[config.mk]
export PLATFORM = sky130hd
export DESIGN_NAME = mem_access_ctrl
export DESIGN_NICKNAME = d
export VERILOG_FILES = /design/src/rtl/mem_access_ctrl.sv
export SDC_FILE = /design/constraint.sdc
export NUM_CORES = 1
export LEC_CHECK = 0
export BUFFER_PORTS_ARGS = -buffer_cell sky130_fd_sc_hd__buf_2
export CORE_MARGIN = 3
export CORE_UTILIZATION = 40
export DETAILED_ROUTE_END_ITERATION = 8
export GPL_TIMING_DRIVEN = 0
export PLACE_DENSITY = 0.71
export RECOVER_POWER = 100
export SLEW_MARGIN = 30
export SYNTH_ARGS = -nofsm -noshare
export SYNTH_HDL_FRONTEND = slang
export SYNTH_SLANG_ARGS = --single-unit
[constraint.sdc]
create_clock -name clk -period 3.9 [get_ports clk]
set_input_delay 0.195 -clock clk [delete_from_list [all_inputs] [get_ports clk]]
set_output_delay 0.195 -clock clk [all_outputs]
set_load 0.05 [all_outputs]
[src/rtl/mem_access_ctrl.sv]
// Purpose: MEM-stage data-memory access controller with address checking and a fixed-length strobe phase.
// Latency: valid access -> resp_valid WAIT_CYCLES+1 cycles after acceptance; rejected access -> 1 cycle.
// Backpressure: req_ready only in IDLE, freeze stalls the pipeline while an access is in flight.
module mem_access_ctrl #(
    parameter int unsigned BASE_ADDR   = 1024,
    parameter int unsigned MEM_WORDS   = 65536,
    parameter int unsigned WAIT_CYCLES = 1
) (
    input  logic        clk,
    input  logic        rst,
    input  logic        req_valid,
    input  logic        req_read,
    input  logic [31:0] req_addr,
    input  logic [31:0] req_wdata,
    output logic        req_ready,
    output logic        MEMread,
    output logic        MEMwrite,
    output logic [31:0] address,
    output logic [31:0] data,
    input  logic [31:0] MEM_result,
    output logic        resp_valid,
    output logic [31:0] resp_rdata,
    output logic        resp_err,
    output logic        freeze
);

    typedef enum logic [1:0] {
        IDLE   = 2'd0,
        ACCESS = 2'd1,
        DONE   = 2'd2
    } state_t;

    // Window bounds kept at 33 bits so BASE_ADDR + 4*MEM_WORDS cannot wrap.
    localparam logic [63:0] ADDR_HI_64 = 64'(BASE_ADDR) + 64'(MEM_WORDS) * 64'd4;
    localparam logic [32:0] ADDR_LO    = 33'(BASE_ADDR);
    localparam logic [32:0] ADDR_HI    = ADDR_HI_64[32:0];
    localparam logic [3:0]  CNT_INIT   = 4'(WAIT_CYCLES);

    state_t      state, next_state;
    logic [3:0]  cnt;
    logic        lat_read;
    logic        lat_err;
    logic        addr_ok;

    // Address is usable only inside the mapped window and word aligned.
    always_comb begin
        addr_ok = ({1'b0, req_addr} >= ADDR_LO) &&
                  ({1'b0, req_addr} <  ADDR_HI) &&
                  (req_addr[1:0] == 2'b00);
    end

    // State register; reset drops any in-flight access immediately.
    always_ff @(posedge clk or posedge rst) begin
        if (rst) begin
            state <= IDLE;
        end else begin
            state <= next_state;
        end
    end

    // Next-state and strobe/handshake decode; outputs depend on state only so reset clears them at once.
    always_comb begin
        next_state = state;
        req_ready  = 1'b0;
        freeze     = 1'b0;
        MEMread    = 1'b0;
        MEMwrite   = 1'b0;
        resp_valid = 1'b0;
        resp_err   = 1'b0;
        case (state)
            IDLE: begin
                req_ready = 1'b1;
                if (req_valid) begin
                    next_state = addr_ok ? ACCESS : DONE;
                end
            end
            ACCESS: begin
                freeze   = 1'b1;
                MEMread  = lat_read;
                // Stores write on the first strobe cycle only, then just wait out the phase.
                MEMwrite = !lat_read && (cnt == CNT_INIT);
                if (cnt == 4'd1) begin
                    next_state = DONE;
                end
            end
            DONE: begin
                freeze     = 1'b1;
                resp_valid = 1'b1;
                resp_err   = lat_err;
                next_state = IDLE;
            end
            default: begin
                next_state = IDLE;
            end
        endcase
    end

    // Request capture, wait counter and load-data capture.
    always_ff @(posedge clk or posedge rst) begin
        if (rst) begin
            cnt        <= 4'd0;
            lat_read   <= 1'b0;
            lat_err    <= 1'b0;
            address    <= 32'd0;
            data       <= 32'd0;
            resp_rdata <= 32'd0;
        end else begin
            if (state == IDLE && req_valid) begin
                lat_read <= req_read;
                lat_err  <= !addr_ok;
                cnt      <= CNT_INIT;
                // Rejected requests never reach the memory, so its bus keeps its previous value.
                if (addr_ok) begin
                    address <= req_addr;
                    data    <= req_wdata;
                end
            end
            if (state == ACCESS) begin
                cnt <= cnt - 4'd1;
                if (lat_read && cnt == 4'd1) begin
                    resp_rdata <= MEM_result;
                end
            end
        end
    end

endmodule

==> results.py <==
metrics = {
    "routing": {
        "dr_total_vias": 2864,
        "drc": 0,
        "wl_microns": 8870,
        "final_antenna_net_count": 0,
        "dr.first_iter.drc_count": 82,
        "detail_route.first_pass.iterations": 4,
        "wl_per_cell_microns": 14.5,
        "vias_per_cell": 4.70,
    },
    "setup_path": {
        "worstPathArrival_ps": 3090,
        "worst-setup-path-type": "reg -> reg",
        "startpoint_type": "register",
        "cp_data_required_time_ps": 4130,
        "cp_max_fo": 10,
        "cp-end-kind": "register",
    },
    "global_routing": {
        "grt_max_degree": 60,
        "grt_pass1_wl_microns": 14000,
        "grt-ovfl-total": 0,
        "grt_pass1_vias": 2974,
        "antenna_found_initial": 0,
        "grt_usage": 0.156,
    },
    "layout": {
        "syn_to_final_growth_pct": 30.3,
        "drive_above_1_share": 0.366,
        "fin_util": 0.552,
        "layout.nets": 581,
        "antenna_cells": 0,
        "fin_cells": 610,
    },
    "pwr": {
        "clock_power_share": 0.324,
        "sw_frac_of_total": 0.273,
        "seqPwrFrac": 0.562,
        "power_switching_mw": 0.533,
        "p_leak_nw": 2.72,
        "combPwrFrac": 0.115,
        "p_int_mw": 1.42,
        "ir_drop_mv": 0.193,
        "powerDensity_nw_per_um2": 372,
    },
    "yosys": {
        "yosys.area.top_type": "dfrtp_1",
        "ys_warn_count": 0,
        "ys_seq_area_frac": 0.647,
        "syn_inst": 262,
        "synth_top_area_share": 0.647,
        "synthDistinctLibCells": 28,
        "synthesis.area_sq_um": 4020,
        "synthTopCellsByArea": "dfrtp_1 (65%), mux2_2 (16%), mux2_1 (6.7%)",
        "synth_area_per_cell_sq_um": 15.3,
        "synth_seq_cells": 104,
        "synth_fp_nets": 367,
    },
    "die": {
        "fp.dieH_microns": 106,
        "rows": 35,
        "core_sq_um": 9500,
        "start_util": 0.423,
        "die-area_sq_um": 11300,
        "die_w_microns": 106,
        "top_level_ports": 202,
    },
    "cts": {
        "clk_latency_ps": 360,
        "clock-sinks": 104,
        "cts_resized": 0,
        "root_buffer": "clkbuf_8",
        "cts_tree": "yes",
        "htree_levels": 3,
        "cts_buffers": 9,
        "cts_hold_buffers": 1,
        "clkSlewWorstSetupHoldPaths_ps": 110,
        "post_cts_buffers": 0,
        "clockBufferDepth": 2,
    },
    "run_status": {
        "status": "complete, but fails checks",
        "violations": "capacitance limit, slew limit",
    },
    "run": {
        "maxCapViolations": 1,
    },
    "timing": {
        "hold_violations": 0,
        "period_minus_slack_ps": 2850,
        "worst_slew_pin_slew_ps": 2080,
        "drv_slew": 46,
        "setup_viol": 0,
        "hold-worst-slack_ps": 44.9,
        "timing.fmax_mhz": 350,
        "fin_worst_skew_ps": 10.6,
        "timing.final.crit_share": 0.732,
        "slew_headroom": -0.394,
        "rsz0062_at_grt": "no",
    },
    "placement": {
        "place.gp.congestion": 0.715,
        "io_buffers": 201,
        "post-dp-hpwl_microns": 6740,
        "post-place-cells": 593,
    },
    "min_path": {
        "hold_class": "in -> reg",
    },
}
stage by stage:
step,cell area [sq um],total power [mW],setup TNS [ps],setup WS [ps]
finish,5240,1.95,0,1050
global route,5240,2.05,0,717
CTS,5410,1.99,0,1470
detailed placement,5220,1.35,0,1480
global placement,5190,1.34,-15300,-153
floorplan,4020,1.26,0,973
cells in the final DEF (no fill, tap or decap):
cell type / n
clkbuf_1: 115
dfrtp_1: 104
buf_2: 99
mux2_2: 58
mux2_1: 24
nor2b_1: 17
clkbuf_8: 10
inv_1: 5
ha_1: 5
nand2_1: 4
nor4_1: 4
nor3_1: 4
o21ai_0: 4
a21oi_1: 3
nor2_1: 3
nor4_2: 2
clkinvlp_4: 2
a21boi_1: 1
and3b_1: 1
nand4_1: 1
or3b_1: 1
o2bb2ai_1: 1
mux2i_1: 1
nand3_1: 1
and2_1: 1
and2_0: 1
clkinvlp_2: 1
nand3b_1: 1
o22ai_1: 1
a31oi_1: 1
inv_8: 1
clkinv_2: 1
inv_6: 1
dlygate4sd3_1: 1
buf_16: 1
final cells by class:
cell class / count / area (sq um)
Buffer: 12 / 45.0
Clock buffer: 11 / 141
Clock inverter: 5 / 40.0
Fill cell: 858 / 4260
Inverter: 6 / 23.8
Multi-Input combinational cell: 140 / 1310
Sequential cell: 104 / 2600
Tap cell: 129 / 161
Timing Repair Buffer: 203 / 916
layer usage:
metal / GRT usage / part of all wire / vias to the layer above
met5: 0 / 0 / -
met3: 0.0546 / 0.095 / 2
met4: 0.0444 / 0.0034 / 0
li1: - / - / 1340
met1: 0.193 / 0.42 / 1385
met2: 0.260 / 0.48 / 137
power groups by stage:
stage | Combinational (mW) | Sequential, mW | Clock, mW
final | 0.224 | 1.10 | 0.631
after global routing | 0.246 | 1.10 | 0.706
after CTS | 0.235 | 1.10 | 0.657
after detailed placement | 0.234 | 1.12 | 0
after global placement | 0.225 | 1.12 | 0
after floorplan | 0.149 | 1.12 | 0
synth_stat cells:
| library cell | n |
|---|---|
| buf_2 | 6 |
| and2_1 | 2 |
| o22ai_1 | 1 |
| mux2_1 | 24 |
| nand3_1 | 1 |
| mux2_2 | 58 |
| nor2_1 | 3 |
| nor3_1 | 4 |
| nor4_1 | 3 |
| dfrtp_1 | 104 |
| buf_6 | 3 |
| and3b_1 | 1 |
| a21boi_1 | 1 |
| a31oi_1 | 1 |
| o21ai_0 | 4 |
| or3b_1 | 1 |
| a21oi_1 | 3 |
| o2bb2ai_1 | 1 |
| nand4_1 | 1 |
| buf_4 | 1 |
| inv_1 | 6 |
| mux2i_1 | 1 |
| nand2_1 | 4 |
| nand3b_1 | 1 |
| clkbuf_1 | 2 |
| ha_1 | 5 |
| nor4_2 | 3 |
| nor2b_1 | 17 |
critical path, cell delays in order (launching register included):
cell and delay [ps]:
dfrtp_1 390, inv_1 100, ha_1 260, nand2_1 130, nor4_1 430, clkbuf_1 540, clkbuf_1 500, mux2_1 370
sequential cells by signal, indices dropped and copies added (netlist names):
signal	count
address	32
data	32
resp_rdata	32
cnt	4
state	2
lat_err	1
lat_read	1
final timing paths:
path | start | slack [ps] | depth (start not counted) | end
worst max-delay path | state[0] | 1050 | 7 | data[19]
worst min-delay path | MEM_result[23] | 40 | 2 | resp_rdata[23]
worst max register to register | state[0] | 1050 | 7 | data[19]
worst min register to register | data[15] | 490 | 1 | data[15]
max in group asynchronous | rst | 2010 | 4 | lat_read
min in group asynchronous | rst | 920 | 3 | resp_rdata[31]
cell families after synthesis:
group / count (synthesis) / share of synthesized area
AOI/OAI and AO/OA: 11 / 0.0159
adders and majority gates: 5 / 0.0156
buffers and inverters: 18 / 0.0252
DFF: 104 / 0.647
muxes: 83 / 0.232
and+or+nand+nor: 41 / 0.0641
No activity file was read; power rests on OpenSTA's default activity.
